### config.mk
export PLATFORM = sky130hd
export DESIGN_NAME = mlp_serial_core_flat
export DESIGN_NICKNAME = d
export VERILOG_FILES = /design/src/rtl/mlp_serial_core_if.sv /design/src/rtl/mlp_serial_core.sv /design/src/flat_wrapper.sv
export SDC_FILE = /design/constraint.sdc
export NUM_CORES = 1
export LEC_CHECK = 0
export CAP_MARGIN = 20
export CORE_ASPECT_RATIO = 0.9
export CORE_UTILIZATION = 50
export CTS_CLUSTER_DIAMETER = 40
export DETAILED_ROUTE_END_ITERATION = 7
export PLACE_DENSITY = 0.71
export SLEW_MARGIN = 30
export SYNTH_ARGS = -nofsm -noshare
export SYNTH_HDL_FRONTEND = slang
export SYNTH_SLANG_ARGS = --single-unit
### constraint.sdc
create_clock -name clk -period 5.9 [get_ports clk]
set_input_delay 1.77 -clock clk [delete_from_list [all_inputs] [get_ports clk]]
set_output_delay 1.77 -clock clk [all_outputs]
set_load 0.02 [all_outputs]
### src/rtl/mlp_serial_core_if.sv
`default_nettype none
// ============================================================================
// Module      : mlp_serial_core_if
// Description : Bundle of the weight-write, input-vector and result
//               handshake signals of mlp_serial_core.
//               slave  modport : the core side
//               master modport : the driving side (feature buffer, host)
//   wr_en/wr_addr/wr_data -> weight register-file write port
//   wr_err                <- one-cycle pulse when a write is dropped
//   in_valid/in_x         -> input vector (x[i] = in_x[i*XW +: XW])
//   in_ready              <- core can take a vector
//   out_valid/out_y       <- result vector (y[k] = out_y[k*OW +: OW])
//   out_ready             -> downstream accepts the result
//   busy                  <- core is computing
// Revision    : 1.0 - initial release
// ============================================================================
interface mlp_serial_core_if #(
    parameter int N_IN  = 4,
    parameter int N_HID = 4,
    parameter int N_OUT = 2,
    parameter int XW    = 5
);
    localparam int HW = 2 * XW + $clog2(N_IN);
    localparam int OW = HW + XW + $clog2(N_HID);
    localparam int NW = N_IN * N_HID + N_HID * N_OUT;
    localparam int AW = $clog2(NW);

    logic                  wr_en;
    logic [AW-1:0]         wr_addr;
    logic [XW-1:0]         wr_data;
    logic                  wr_err;
    logic                  in_valid;
    logic                  in_ready;
    logic [N_IN*XW-1:0]    in_x;
    logic                  out_valid;
    logic                  out_ready;
    logic [N_OUT*OW-1:0]   out_y;
    logic                  busy;

    modport slave (
        input  wr_en, wr_addr, wr_data, in_valid, in_x, out_ready,
        output wr_err, in_ready, out_valid, out_y, busy
    );

    modport master (
        output wr_en, wr_addr, wr_data, in_valid, in_x, out_ready,
        input  wr_err, in_ready, out_valid, out_y, busy
    );
endinterface
`default_nettype wire

### src/rtl/mlp_serial_core.sv
`default_nettype none
// ============================================================================
// Module      : mlp_serial_core
// Description : Time-multiplexed two-layer perceptron
//               N_IN -> N_HID (ReLU) -> N_OUT using a single shared MAC.
//               Weights sit in an internal writable register file:
//                 w1(i,j) at j*N_IN + i
//                 w2(j,k) at N_IN*N_HID + k*N_HID + j
//               Ports:
//                 clk   : rising-edge clock
//                 rst_n : asynchronous active-low reset
//                 bus   : mlp_serial_core_if.slave (write port, input and
//                         output valid/ready handshakes, busy, wr_err)
//               Optional macro MLP_OUT_SAT_EN: clamp each y[k] to a signed
//               OSAT_W range before sign-extending to OW bits.
// Revision    : 1.0 - initial release
// ============================================================================
module mlp_serial_core #(
    parameter int N_IN   = 4,
    parameter int N_HID  = 4,
    parameter int N_OUT  = 2,
    parameter int XW     = 5,
    parameter int OSAT_W = 16
) (
    input wire              clk,
    input wire              rst_n,
    mlp_serial_core_if.slave bus
);
    localparam int HW = 2 * XW + $clog2(N_IN);
    localparam int OW = HW + XW + $clog2(N_HID);
    localparam int NW = N_IN * N_HID + N_HID * N_OUT;
    localparam int AW = $clog2(NW);

    localparam int c_n_l1 = N_IN * N_HID;
    localparam int c_imax = (N_IN > N_HID) ? N_IN : N_HID;
    localparam int c_iw   = (c_imax > 1) ? $clog2(c_imax) : 1;

    localparam logic signed [OW-1:0] c_sat_max =
        {{(OW-OSAT_W+1){1'b0}}, {(OSAT_W-1){1'b1}}};
    localparam logic signed [OW-1:0] c_sat_min =
        {{(OW-OSAT_W+1){1'b1}}, {(OSAT_W-1){1'b0}}};
`ifdef MLP_OUT_SAT_EN
    localparam bit c_sat_en = 1'b1;
`else
    localparam bit c_sat_en = 1'b0;
`endif

    typedef enum logic [1:0] {
        S_IDLE = 2'd0,
        S_L1   = 2'd1,
        S_L2   = 2'd2,
        S_DONE = 2'd3
    } state_t;

    state_t                   r_state;
    logic signed [XW-1:0]     r_w [NW];
    logic signed [XW-1:0]     r_x [N_IN];
    logic signed [HW-1:0]     r_h [N_HID];
    logic signed [OW-1:0]     r_y [N_OUT];
    logic signed [OW-1:0]     r_acc;
    logic [AW-1:0]            r_widx;
    logic [c_iw-1:0]          r_inner;
    logic                     r_out_valid;
    logic                     r_wr_err;

    logic                     w_busy;
    logic                     w_in_l1;
    logic signed [HW-1:0]     w_mul_a;
    logic signed [XW-1:0]     w_mul_b;
    logic signed [HW+XW-1:0]  w_prod;
    logic signed [OW-1:0]     w_acc_next;
    logic signed [HW-1:0]     w_relu;
    logic signed [OW-1:0]     w_y_next;
    logic                     w_inner_last;
    logic                     w_addr_ok;
    logic                     w_wr_ok;

    assign w_busy  = (r_state == S_L1) || (r_state == S_L2);
    assign w_in_l1 = (r_state == S_L1);

    // Both loops walk the weight file in address order, so one counter
    // addresses the weights. Operands are always taken from element 0 of
    // the x / h registers, which rotate one place per MAC cycle.
    assign w_mul_a    = w_in_l1 ? HW'(r_x[0]) : r_h[0];
    assign w_mul_b    = r_w[r_widx];
    assign w_prod     = w_mul_a * w_mul_b;
    assign w_acc_next = r_acc + OW'(w_prod);

    // A layer-1 sum is bounded by HW bits, so only the sign needs checking.
    assign w_relu = w_acc_next[OW-1] ? '0 : w_acc_next[HW-1:0];

    assign w_inner_last = w_in_l1 ? (r_inner == c_iw'(N_IN - 1))
                                  : (r_inner == c_iw'(N_HID - 1));

    assign w_addr_ok = ({1'b0, bus.wr_addr} < (AW+1)'(NW));
    assign w_wr_ok   = bus.wr_en && w_addr_ok && !w_busy;

    always_comb begin
        w_y_next = w_acc_next;
        if (c_sat_en) begin
            if (w_acc_next > c_sat_max) begin
                w_y_next = c_sat_max;
            end else if (w_acc_next < c_sat_min) begin
                w_y_next = c_sat_min;
            end
        end
    end

    always_ff @(posedge clk or negedge rst_n) begin
        if (!rst_n) begin
            r_state     <= S_IDLE;
            r_acc       <= '0;
            r_widx      <= '0;
            r_inner     <= '0;
            r_out_valid <= 1'b0;
            r_wr_err    <= 1'b0;
            for (int n = 0; n < NW; n++)    r_w[n] <= '0;
            for (int n = 0; n < N_IN; n++)  r_x[n] <= '0;
            for (int n = 0; n < N_HID; n++) r_h[n] <= '0;
            for (int n = 0; n < N_OUT; n++) r_y[n] <= '0;
        end else begin
            r_wr_err <= bus.wr_en && (!w_addr_ok || w_busy);
            // Writes are independent of the state update below, so a write
            // coinciding with an accept or an output handshake still lands.
            if (w_wr_ok) begin
                r_w[bus.wr_addr] <= bus.wr_data;
            end

            case (r_state)
                S_IDLE: begin
                    if (bus.in_valid) begin
                        for (int i = 0; i < N_IN; i++) begin
                            r_x[i] <= bus.in_x[i*XW +: XW];
                        end
                        r_acc   <= '0;
                        r_widx  <= '0;
                        r_inner <= '0;
                        r_state <= S_L1;
                    end
                end

                S_L1: begin
                    r_widx <= r_widx + AW'(1);
                    for (int i = 0; i < N_IN; i++) begin
                        r_x[i] <= r_x[(i + 1) % N_IN];
                    end
                    if (w_inner_last) begin
                        r_inner <= '0;
                        r_acc   <= '0;
                        // Hidden results shift in from the top so h[0]
                        // ends up in element 0 once the layer completes.
                        for (int n = 0; n < N_HID - 1; n++) begin
                            r_h[n] <= r_h[n + 1];
                        end
                        r_h[N_HID-1] <= w_relu;
                        if (r_widx == AW'(c_n_l1 - 1)) begin
                            r_state <= S_L2;
                        end
                    end else begin
                        r_inner <= r_inner + c_iw'(1);
                        r_acc   <= w_acc_next;
                    end
                end

                S_L2: begin
                    r_widx <= r_widx + AW'(1);
                    for (int n = 0; n < N_HID; n++) begin
                        r_h[n] <= r_h[(n + 1) % N_HID];
                    end
                    if (w_inner_last) begin
                        r_inner <= '0;
                        r_acc   <= '0;
                        for (int n = 0; n < N_OUT - 1; n++) begin
                            r_y[n] <= r_y[n + 1];
                        end
                        r_y[N_OUT-1] <= w_y_next;
                        if (r_widx == AW'(NW - 1)) begin
                            r_state     <= S_DONE;
                            r_out_valid <= 1'b1;
                        end
                    end else begin
                        r_inner <= r_inner + c_iw'(1);
                        r_acc   <= w_acc_next;
                    end
                end

                S_DONE: begin
                    if (bus.out_ready) begin
                        r_out_valid <= 1'b0;
                        r_state     <= S_IDLE;
                    end
                end

                default: r_state <= S_IDLE;
            endcase
        end
    end

    assign bus.in_ready  = (r_state == S_IDLE);
    assign bus.busy      = w_busy;
    assign bus.out_valid = r_out_valid;
    assign bus.wr_err    = r_wr_err;

    for (genvar k = 0; k < N_OUT; k++) begin : g_pack
        assign bus.out_y[k*OW +: OW] = r_y[k];
    end
endmodule
`default_nettype wire
### src/flat_wrapper.sv
// flat-port wrapper written by rule: the top's interface ports become plain ports
module mlp_serial_core_flat 
#(
    parameter int N_IN   = 4,
    parameter int N_HID  = 4,
    parameter int N_OUT  = 2,
    parameter int XW     = 5,
    parameter int OSAT_W = 16
)
  (clk, rst_n, bus_wr_en, bus_wr_addr, bus_wr_data, bus_in_valid, bus_in_x, bus_out_ready, bus_wr_err, bus_in_ready, bus_out_valid, bus_out_y, bus_busy);
  mlp_serial_core_if #(.N_IN(N_IN), .N_HID(N_HID), .N_OUT(N_OUT), .XW(XW)) bus_i ();
  input wire clk;
  input wire rst_n;
  input wire logic [$bits(bus_i.wr_en)-1:0] bus_wr_en;
  input wire logic [$bits(bus_i.wr_addr)-1:0] bus_wr_addr;
  input wire logic [$bits(bus_i.wr_data)-1:0] bus_wr_data;
  input wire logic [$bits(bus_i.in_valid)-1:0] bus_in_valid;
  input wire logic [$bits(bus_i.in_x)-1:0] bus_in_x;
  input wire logic [$bits(bus_i.out_ready)-1:0] bus_out_ready;
  output wire logic [$bits(bus_i.wr_err)-1:0] bus_wr_err;
  output wire logic [$bits(bus_i.in_ready)-1:0] bus_in_ready;
  output wire logic [$bits(bus_i.out_valid)-1:0] bus_out_valid;
  output wire logic [$bits(bus_i.out_y)-1:0] bus_out_y;
  output wire logic [$bits(bus_i.busy)-1:0] bus_busy;
  assign bus_i.wr_en = bus_wr_en;
  assign bus_i.wr_addr = bus_wr_addr;
  assign bus_i.wr_data = bus_wr_data;
  assign bus_i.in_valid = bus_in_valid;
  assign bus_i.in_x = bus_in_x;
  assign bus_i.out_ready = bus_out_ready;
  assign bus_wr_err = bus_i.wr_err;
  assign bus_in_ready = bus_i.in_ready;
  assign bus_out_valid = bus_i.out_valid;
  assign bus_out_y = bus_i.out_y;
  assign bus_busy = bus_i.busy;
  mlp_serial_core #(.N_IN(N_IN), .N_HID(N_HID), .N_OUT(N_OUT), .XW(XW), .OSAT_W(OSAT_W)) u_core (.clk(clk), .rst_n(rst_n), .bus(bus_i));
endmodule
Yosys cells after proc, flatten, opt, wreduce, memory -nomap -nowiden --
Index checks and enable logic that the tools add are counted. Widths: inputs -> output; s select.
Storage, ports and cells: bits in registers 256, input port bits 35, word-level logic and storage cells 113
Cells by class: add/sub/neg operators 3, multiply operators 1, $lt $le $gt $ge 4, equal/unequal tests 12, multiplexer cells 31, bitwise operators 2, reductions and logical operators 20
Operators by type and width (number):
- $bwmux 120 | 1
- $pmux 48 s2 | 1
- $mux 48 | 1
- $pmux 20 s2 | 1
- $mux 19 | 2
- $pmux 19 s2 | 1
- $bmux 5 s5 | 1
- $demux 5 s5 | 1
- $mux 12 | 2
- $mux 20 | 1
- $mux 5 | 4
- $add 19x17->19 | 1
- $mul 12x5->17 | 1
- $mux 2 | 8
- $ge 6x6->1 const B | 2
- $not 5->6 | 2
- $ne 2x2->1 const B | 5
- $pmux 5 s2 | 1
- $pmux 2 s4 | 1
- $reduce_and 2->1 | 4
- $reduce_bool 2->1 | 4
- $eq 2x2->1 const B | 3
- $lt 6x1->1 const B | 1
- $reduce_and 6->1 | 1
- other kinds (16) | 23

Logic depth before layout (Yosys ltp) --
Gate-level depths: netlist of run 1.
word-level depth 9, depth in mapped cells 25, mapped depth without buffers 21

Least setup slack after synthesis of run 1 --
Ideal clock, no wire load.
kind register to register, start point reg u_core.r_widx[0], end point reg u_core.r_h[11] (netlist name), setup time 76 ps, data arrival time 5628 ps, required time 5824 ps, slack 196 ps, cell stages (with the launch flop) 24, period minus slack after synthesis 5704 ps, path through dfrtp_1 > buf_6 > buf_8 > buf_6 > mux4_2 > mux2i_1 > nand2_1 > o21ai_1 > o22a_2 > buf_6 > nor2_1 > fa_1 > inv_1 > fa_1 > inv_1 > fa_1 > fa_1 > fa_1 > a21o_1 > a221o_1 > or4_1 > o211ai_1 > nand2_1 > o21ai_1
Between the ends: longest elaborated chain between the ends 9
Ends and longest elaborated chain:
- from (decl) | RTL line mlp_serial_core.sv:61 | logic [AW-1:0] r_widx;
- from (signal assigned) | RTL line mlp_serial_core.sv:143 | r_widx <= r_widx + AW'(1);
- from (signal assigned) | RTL line mlp_serial_core.sv:166 | r_widx <= r_widx + AW'(1);
- $not 5->6 (not written as such) | RTL line mlp_serial_core.sv:85 | assign w_mul_b = r_w[r_widx];
- $bmux 5 s5 | RTL line mlp_serial_core.sv:85
- $mux 5 (not written as such) (2 in series) | RTL line mlp_serial_core.sv:85
- $mul 12x5->17 | RTL line mlp_serial_core.sv:86 | assign w_prod = w_mul_a * w_mul_b;
- $add 19x17->19 | RTL line mlp_serial_core.sv:87 | assign w_acc_next = r_acc + OW'(w_prod);
- $mux 12 | RTL line mlp_serial_core.sv:90 | assign w_relu = w_acc_next[OW-1] ? '0 : w_acc_next[HW-1:0];
- $mux 48 | RTL line mlp_serial_core.sv:147 | if (w_inner_last) begin
- $pmux 48 s2 | RTL line mlp_serial_core.sv:129 | case (r_state)
- to (signal, indexed assignment) | RTL line mlp_serial_core.sv:153 | r_h[n] <= r_h[n + 1];
- to (signal, indexed assignment) | RTL line mlp_serial_core.sv:155 | r_h[N_HID-1] <= w_relu;
- to (signal, indexed assignment) | RTL line mlp_serial_core.sv:168 | r_h[n] <= r_h[(n + 1) % N_HID];
- to (decl) | RTL line mlp_serial_core.sv:58 | logic signed [HW-1:0] r_h [N_HID];
No other way between the ends. The select of a mux whose other input is x is not followed. A chain may end at the register's enable or synchronous reset.

Final worst setup path of run 1 --
start point reg u_core.r_widx[0], end point reg u_core.r_h[5] (netlist name)
Same word-level chain as after synthesis.

==> impl_results.md, run 1 <==
- Worst setup SP type: flop
- Slew HR: 33.6%
- Clock sink count: 256
- Synth area leaders: dfrtp_1 45%, mux2_2 11%, fa_1 8.4%
- Min Hold Slack: 0.463 ns
- Share of cells above drive strength 1: 24.0%
- Global-route wire length before repair: 53500 um
- Initial antenna violation count: 0
- Syn-to-layout area delta: 19.4%
- Slew @ Worst Pin: 0.993 ns
- Die H: 161 um
- Core ar.: around 27000 um^2
- Fill cells: 2157
- Final setup viols: 0
- IO Count: 77
- HPWL after detailed placement: 22600 um
- CTS tree: built
- # diodes: 0
- Yosys cell types: 57
- Post-synth top area cell: dfrtp_1
- Pin count of the biggest net entering global routing: between 100 and 150
- Worst min path class: flop to flop
- Max FO, Critical Path: 11
- Final-stage net count: 1451
- Max Transition Viols Final: 0
- Commonest cells after routing, fill and taps aside: 255 x dfrtp_1, 175 x nand2_1, 135 x mux2_2
- Number of global-route vias before repair: roughly 10000
- Register area share after synthesis: 45.4%
- Hold Buf Count CTS: 0
- CTS H-tree depth: 2
- Final Hold Viols: 0
- Failing checks: design-rule violations
- Post-synth EDFFs: 0
- F_max: between 150 and 200 MHz
- Net Count, Synth: 1351
- Syn. warnings: 0
- Yosys reg bits: 256
- Area occupied by registers: around 6400 um^2
- Wire per inst: approximately 19 um
- Clock root buffer master: clkbuf_16
- Starting density of the core: ~52%
- Number of DRC markers in iteration 0: 727
- RSZ-0062 raised after global routing: yes
- GRT Util Overall: 23.7%
- Max-cap violation count: 0
- Rows: 57
- Multi-input combinational cell area: 7410 um^2
- Avg Synthesized Cell Area: 11.7 um^2
- Post-layout minimum cycle time: 5.82 ns
- Drt pass-1 iters: 7
- Via count: 9647
- Worst endpoint required time: 6.29 ns
- Top delay family on crit path: adder cells
- Max Root-Sink Buffers: 3
- Post-route ant nets: 0
- Post-DR vias/cell: 5.71
- Post-synthesis cell count: 1211
- Buf/Inv on CP: 6
- Die Width: 179 um
- Die area: between 20000 and 30000 um^2
- Routed WL: around 33000 um
- Period utilisation layout: 98.6%
- Most used cell, CP: fa_1
- Worst EP arrival: 6.21 ns
- Post-synth top area share: approximately 45%
- CP Class: flop to flop
- Slowest cell on crit path: fa_1
- Main flop type after synthesis: dfrtp_1
- Asr flop ratio synth: 100%
- CP endpoint kind: flop
- Worst-Skew Late Latency: 0.51 ns
- Status: finished with violations
- CP Cell Sequence: buf_8, buf_12, mux4_2, mux2_4, o21ai_2, o22a_2, buf_4, nor2_1, fa_1, fa_1, inv_1, fa_1, inv_1, ha_1, ha_4, nand2_1, a211oi_2, o21ai_2, a21oi_2, xnor2_2, buf_4, o41ai_2
- Commonest non-fill, non-tap cell in the layout: dfrtp_1
- Fin Clk Skew: around 0.021 ns
- Post-Syn Area: 14100 um^2
- TritonCTS buffer count: 35
- GRT overflow: 0
- Crit path largest cell delay: 0.57 ns
- Remaining DRCs: 12
- IO buf count: 76
- Clk pin slew, worst setup/hold paths: 0.06 ns
- GP Congestion: 0.833
==> kinds of logic after synthesis <==
family          after synthesis  share of synthesized area, %
simple gates                324                          9.80
flops                       256                          45.4
mux                         223                          20.1
compound gates              164                          7.29
buf+inv                     120                          3.74
fa+ha+maj                   105                          12.4
xor+xnor                     19                          1.23
==> per-stage QoR <==
step                      cells  TNS (ns)  area (um^2)  setup slack, ns  utilization, %
final                      1689         0        16800           0.0809            61.5
after global routing       1689    -0.531        16800           -0.103            61.5
after CTS                  1687         0        16600           0.0146            60.7
after detailed placement   1626    -0.259        15500          -0.0635            56.5
after global placement     1626   -0.0242        15500          -0.0242            56.4
after floorplan            1211         0        14100            0.196               -
==> flip-flops by register name, indices dropped and copies added, names as in the netlist <==
name,cells
u_core.bus.out_valid,1
u_core.r_inner,2
u_core.r_widx,5
u_core.r_state,2
u_core.r_acc,19
u_core.bus.wr_err,1
u_core.r_h,48
u_core.r_x,20
u_core.bus.out_y,38
u_core.r_w,120
==> worst paths after layout <==
| kind | from | end | slack (ns) | depth (start not counted) |
|---|---|---|---|---|
| max in group asynchronous | rst_n | u_core.r_h[10] | 3.48 | 2 |
| min | u_core.r_h[24] | u_core.r_h[24] | 0.46 | 2 |
| min reg2reg | u_core.r_h[24] | u_core.r_h[24] | 0.46 | 2 |
| min in group asynchronous | rst_n | u_core.r_x[12] | 1.31 | 1 |
| max reg2reg | u_core.r_widx[0] | u_core.r_h[5] | 0.08 | 22 |
| max | u_core.r_widx[0] | u_core.r_h[5] | 0.08 | 22 |
==> per-layer routing <==
layer	vias up	wire (um)	GRT usage [%]
li1	4410	-	-
met1	4870	15600	36.2
met2	302	14100	34.3
met3	65	2250	5.37
met4	0	602	5.62
met5	-	0	0
==> worst register-to-register path, stage by stage (launching register included) <==
cell and delay, ns:
dfrtp_2 0.43, buf_8 0.16, buf_12 0.11, mux4_2 0.48, mux2_4 0.28, o21ai_2 0.14, o22a_2 0.18, buf_4 0.19
nor2_1 0.07, fa_1 0.47, fa_1 0.57, inv_1 0.07, fa_1 0.57, inv_1 0.05, ha_1 0.32, ha_4 0.28
nand2_1 0.08, a211oi_2 0.28, o21ai_2 0.15, a21oi_2 0.28, xnor2_2 0.14, buf_4 0.19, o41ai_2 0.21
==> final cells by class <==
| class | count | area share, % |
|---|---|---|
| Tap cell | 354 | 2.63 |
| Multi-Input combinational cell | 835 | 44.0 |
| Clock inverter | 16 | 0.951 |
| Clock buffer | 45 | 5.73 |
| Inverter | 53 | 1.18 |
| Timing Repair Buffer | 130 | 7.47 |
| Sequential cell | 256 | 38.0 |
==> cells in the mapped netlist (21+ instances only) <==
master    instances
mux4_2           21
o21ai_1          21
dfrtp_1         256
inv_1            50
fa_1             59
mux2_2          137
a21oi_1          43
clkbuf_1         46
mux2i_1          38
nor2_1           78
nand2_1         177
ha_1             46
o21ai_0          46
==> repair_timing <==
item,CTS,global route
endpoints found under the setup margin,12,29
endpoints found under the hold margin,0,0
setup buffers,0,2
pin swaps,2,15
resized for setup,7,44
Power of run 1 is not shown: default switching activity piles up to over one toggle a cycle in this logic, so the estimate is an artifact.
==> run 2, diff against run 1 <==
Settings changed: SLEW_MARGIN 30 to 20.
==> impl_results.md, run 2 (same netlist as run 1, synthesis figures left out) <==
- Status: finished with violations (unchanged)
- Failing checks: design-rule violations (unchanged)
- Remaining DRCs: 12 (unchanged)
- # diodes: 0 (unchanged)
- RSZ-0062 raised after global routing: yes (unchanged)
- Starting density of the core: 51.5% (unchanged)
- Initial antenna violation count: 0 (unchanged)
- Routed WL: 33200 um (was 32600 um)
- Worst setup SP type: flop (unchanged)
- Buf/Inv on CP: 4 (was 6)
- GRT Util Overall: 24.2% (was 23.7%)
- Die H: 161 um (unchanged)
- TritonCTS buffer count: 38 (was 35)
- Share of cells above drive strength 1: 25.1% (was 24.0%)
- Slew HR: 31.0% (was 33.6%)
- Placed Area: 15500 um^2 (about the same)
- Commonest non-fill, non-tap cell in the layout: dfrtp_1 (unchanged)
- WHS Path Cells: 2 (unchanged)
- Hold path start: u_core.r_h[29] (was u_core.r_h[24])
- Worst min path class: flop to flop (unchanged)
- Max Root-Sink Buffers: 3 (unchanged)
- Slew @ Worst Pin: 1.03 ns (was 0.993 ns)
- Hold Buf Count CTS: 0 (unchanged)
- Final setup viols: 0 (unchanged)
- CP Class: flop to flop (unchanged)
- Crit path largest cell delay: 0.54 ns (was 0.57 ns)
- Period utilisation layout: 99.1% (was 98.6%)
- Register-to-register setup slack: 0.06 ns (was 0.08 ns)
- Core ar.: 27400 um^2 (unchanged)
- CTS tree: built (unchanged)
- CTS H-tree depth: 2 (unchanged)
- Commonest cells after routing, fill and taps aside: 255 x dfrtp_1, 175 x nand2_1, 135 x mux2_2 (unchanged)
- Crit Reg-Reg Endpoint: u_core.r_h[11] (was u_core.r_h[5])
- IO buf count: 76 (unchanged)
- Hold Path Sink: u_core.r_h[41] (was u_core.r_h[24])
- Pin count of the biggest net entering global routing: 104 (unchanged)
- Number of DRC markers in iteration 0: 726 (was 727)
- Max FO, Critical Path: 4 (was 11)
- GRT overflow: 0 (unchanged)
- FF-to-FF Start: u_core.r_widx[0] (unchanged)
- Fin Clk Skew: 0.0268 ns (was 0.0213 ns)
- Die area: 28900 um^2 (unchanged)
- Post-DR vias/cell: 5.66 (was 5.71)
- Max Transition Viols Final: 0 (unchanged)
- Max reg flops: 120 (unchanged)
- Rows: 57 (unchanged)
- CP Cell Sequence: buf_4, mux4_2, nor2b_1, a211oi_2, a211oi_2, nor2_2, inv_2, fa_1, inv_1, fa_1, inv_1, fa_1, fa_2, fa_2, a21o_1, a221o_1, or4_1, o211ai_1, nand2_1, o21ai_1 (was buf_8, buf_12, mux4_2, mux2_4, o21ai_2, o22a_2, buf_4, nor2_1, fa_1, fa_1, inv_1, fa_1, inv_1, ha_1, ha_4, nand2_1, a211oi_2, o21ai_2, a21oi_2, xnor2_2, buf_4, o41ai_2)
- Drt pass-1 iters: 7 (unchanged)
- Max-cap violation count: 0 (unchanged)
- Most used cell, CP: fa_1 (unchanged)
- Clock root buffer master: clkbuf_16 (unchanged)
- Design area: 17100 um^2 (was 16800 um^2)
- Clk pin slew, worst setup/hold paths: 0.06 ns (about the same)
- F_max: 171 MHz (was 172 MHz)
- Post-route ant nets: 0 (unchanged)
- Number of global-route vias before repair: 10000 (was 9996)
- Top delay family on crit path: adder cells (unchanged)
- Post-layout minimum cycle time: 5.84 ns (was 5.82 ns)
- GP Congestion: 0.833 (unchanged)
- CP endpoint kind: flop (unchanged)
- Reg with most FFs: u_core.r_w (unchanged)
- Die Width: 179 um (unchanged)
- IO Count: 77 (unchanged)
- Via count: 9627 (was 9647)
- HPWL after detailed placement: 22700 um (was 22600 um)
- Syn-to-layout area delta: 21.1% (was 19.4%)
- Setup TNS: 0 ns (unchanged)
- Worst EP arrival: 6.28 ns (was 6.21 ns)
- Global-route wire length before repair: 54400 um (was 53500 um)
- R2R depth: 20 (was 22)
- Worst endpoint required time: 6.34 ns (was 6.29 ns)
- Final Hold Viols: 0 (unchanged)
- Final-stage net count: 1461 (was 1451)
- Clock sink count: 256 (unchanged)
- Slowest cell on crit path: fa_1 (unchanged)
- Worst-Skew Late Latency: 0.53 ns (was 0.51 ns)
- Wire per inst: 19.5 um (was 19.3 um)
## run 2: cell count changes in the layout (fill, tap and decap cells not counted), sizes merged
cell           delta
buf               +6
clkinv            +4
inv               +2
bufinv            +1
clkdlybuf4s50     +1
clkinvlp          -1
## run 2: what timing repair did
item                                    CTS  global route
gates resized for setup                   9            49
endpoints found under the setup margin   21            27
buffers inserted                          0             8
pin swaps                                 3            16
## run 2: worst max path at each step
stage / start / end / slack (ns) / cells after the start
floorplan: u_core.r_widx[0] / u_core.r_h[11] / 0.20 / 23
global placement: u_core.r_widx[0] / u_core.bus.out_y[36] / -0.02 / 19
detailed placement: u_core.r_widx[0] / u_core.bus.out_y[36] / -0.08 / 19
CTS: u_core.r_widx[0] / u_core.r_h[11] / 0.02 / 19
global route: u_core.r_widx[0] / u_core.r_h[11] / -0.14 / 20
finish: u_core.r_widx[0] / u_core.r_h[11] / 0.06 / 20
## run 2: worst min-delay path, stage by stage, from the launching register on
cell,delay [ns]
dfrtp_1,0.34
nand2_1,0.05
nand2_1,0.05
## run 2: metrics by stage
step,std cells,setup slack [ns],hold WS (ns),util (%)
6_report,1702,0.0559,0.464,62.4
5_1_grt,1702,-0.136,0.482,62.4
4_1_cts,1693,0.0171,0.467,61.2
3_5_place_dp,1626,-0.0842,0.455,56.4
3_3_place_gp,1626,-0.0242,0.448,56.4
2_1_floorplan,1211,0.196,0.439,-
## run 2: cell type report
type	count	area, um^2
clock inverter	22	255
timing repair buffer	137	1340
tap	354	443
clock buffer	45	1010
multi-input combinational	835	7440
fill	2166	10300
sequential	256	6410
inverter	53	199
## run 2: routing by layer
layer	track usage [%]	vias up	wire length, um
li1	-	4436	-
met1	36.7	4841	15600
met2	35.3	301	14700
met3	5.53	49	2330
met4	5.97	0	601
met5	0	-	0
Power of run 2 is left out for the same reason.
==> RTL change: new RTL, flow settings as in run 2 <==
One comparison of `r_widx` changes from == to >=.
--- a/src/rtl/mlp_serial_core.sv
+++ b/src/rtl/mlp_serial_core.sv
@@ -155,3 +155,3 @@
                         r_h[N_HID-1] <= w_relu;
-                        if (r_widx == AW'(c_n_l1 - 1)) begin
+                        if (r_widx >= AW'(c_n_l1 - 1)) begin
                             r_state <= S_L2;
Behaviour: same outputs for any inputs over 10 cycles, from zero or initial values and one cycle with rst_n low; that may be too few to reach the edited logic, so the function may still have changed.
==> RTL change against run 2 <==
Sequential cell count unchanged; synthesized area decreased by 0.93%; first-iteration DRC count shrank 16%; setup slack improved by 0.054 ns; hold slack improved by 0.00084 ns; non-clock buffer count is the same; final area fell by 1.0%; critical path depth rose by 1; routed wire length fell by 5.9%; largest cell class unchanged.
==> RTL change: results (changes against run 2) <==
metric,value,unit,change
hold_end,u_core.r_h[30]$_DFFE_PN0P_,,
htreeDepth,2,,unchanged
skew,0.0179,ns,-0.00893 ns
r2r_end,u_core.bus.out_y[35]$_DFFE_PN0P_,,
route.met2.wl,14.3,mm,-2.6%
grt_max_degree,96,,-7.7%
syn-num-nets,1311,,-3.0%
dp_hpwl,21.5,mm,-5.0%
yosysMostFrequentCell,dfrtp_1,,
ys_types,61,,+7.0%
min_path_type,reg2reg,,
r2r_setup_slack,0.11,ns,+0.05 ns
route.met3.wl,1.81,mm,-23%
status,"complete, no violations",,
tightest_slew,1.09,ns,+0.0548 ns
avgViaCountPerCell,5.60,,-0.97%
fin_util,62.1,%,-0.32 points
slowest_stage,mux4_2,,
routabilityCongestion,0.876,,+5.2%
cp_max_fo,13,,+9
ys_top_cells_by_area,"dfrtp_1 (46%), mux2_2 (13%), fa_1 (8.4%)",,
diodes,0,,unchanged
portBuffers,76,,unchanged
dpl.cell_count,1591,,-2.2%
route.detailed.wl_per_inst,18.8,um,-3.9%
cts_buffers,37,,-2.6%
first_global_vias,9465,,-5.6%
yosys_warnings,0,,unchanged
final_net_count,1425,,-2.5%
crit_arrival,6.15,ns,-0.13 ns
regMostFlops,u_core.r_w,,
first_pass_iters,5,,-2
placedInstanceArea,0.0153,sq mm,-0.78%
n_fill_cell,2100,,-3.0%
min_from,u_core.r_h[30]$_DFFE_PN0P_,,
grt_first_pass_wirelength,50.6,mm,-6.9%
p_leak,8.16,nW,
timing.hold.ws,0.465,ns,+0.000839 ns
place_ws,-0.0354,ns,+0.0488 ns
drtIter0Drc,607,,-16%
synth_commonest_cells,"dfrtp_1 (256), nand2_1 (174), mux2_2 (158)",,
hold_depth,2,,unchanged
antenna_found_initial,0,,unchanged
synth_edf_count,0,,unchanged
yosysSeqAreaShare,45.8,%,+0.43 points
reg2regPathDepth,21,,+5.0%
wl,31.3,mm,-5.9%
met1Wirelength,14.7,mm,-6.0%
clk_latency,0.51,ns,-0.02 ns
drive_gt1_share,27.4,%,+2.3 points
syn_inst,1171,,-3.3%
highest_layer,met4,,
cpPeakStageDelay,0.55,ns,
globalRouteTotalUtil,22.5,%,-1.8 points
-- RTL change: cell count changes after synthesis, sizes merged, moves of 5 or more --
cell	run 2	this run
nor2	78	64
o21ai	67	56
o22ai	0	6
a21oi	44	37
a22o	11	16
a22oi	5	0
-- RTL change: cell type report --
| cell class | instances | area share [%] |
|---|---|---|
| multi-input cells | 802 | 43.2 |
| flip-flops and latches | 256 | 37.9 |
| repair buffers | 137 | 7.61 |
| clock buffers | 45 | 6.02 |
| well taps | 354 | 2.62 |
| clock inverters | 21 | 1.50 |
| inverters | 51 | 1.13 |
-- RTL change: cells by family (layout without fill, tap and decap cells) --
family	count (synthesis)	in the layout	synth area share, %
compound gates	141	141	6.18
xor+xnor	19	19	1.19
fa+ha+maj	105	105	12.6
buf+inv	113	254	3.66
flops	256	256	45.8
mux	229	229	20.9
simple gates	308	308	9.72
-- RTL change: power by group through the flow --
stage,combinational (mW),sequential [mW],clock [mW]
2_1_floorplan,3.05,2.65,0
3_3_place_gp,4.45,2.66,0
3_5_place_dp,4.55,2.68,0
4_1_cts,4.61,2.66,2.25
5_1_grt,5.42,2.73,2.34
6_report,4.96,2.66,2.21
-- RTL change: how the worst max path moves through the flow --
stage / from / to / slack [ns] / depth (start not counted)
2_1_floorplan: u_core.r_widx[0]$_DFFE_PN0P_ / u_core.bus.out_y[36]$_DFFE_PN0P_ / 0.13 / 22
3_3_place_gp: u_core.r_widx[0]$_DFFE_PN0P_ / u_core.bus.out_y[33]$_DFFE_PN0P_ / 0.02 / 20
3_5_place_dp: u_core.r_widx[0]$_DFFE_PN0P_ / u_core.bus.out_y[36]$_DFFE_PN0P_ / -0.04 / 21
4_1_cts: u_core.r_widx[0]$_DFFE_PN0P_ / u_core.bus.out_y[36]$_DFFE_PN0P_ / 0.007 / 19
5_1_grt: u_core.r_state[1]$_DFFE_PN0P_ / u_core.r_acc[18]$_DFFE_PN0P_ / -0.08 / 18
6_report: u_core.r_widx[0]$_DFFE_PN0P_ / u_core.bus.out_y[35]$_DFFE_PN0P_ / 0.11 / 21
-- RTL change: repair_timing --
action / CTS / global route
buffers inserted: 0 / 7
pin swaps: 0 / 14
setup endpoints to repair: 12 / 28
cloned: 0 / 2
resized for setup: 9 / 48
hold buffers: 0 / 0
-- RTL change: metal layers --
| metal | vias up | GRT usage, % |
|---|---|---|
| met5 | - | 0 |
| met2 | 241 | 33.9 |
| met1 | 4757 | 34.3 |
| li1 | 4290 | - |
| met4 | 0 | 4.89 |
| met3 | 44 | 3.48 |
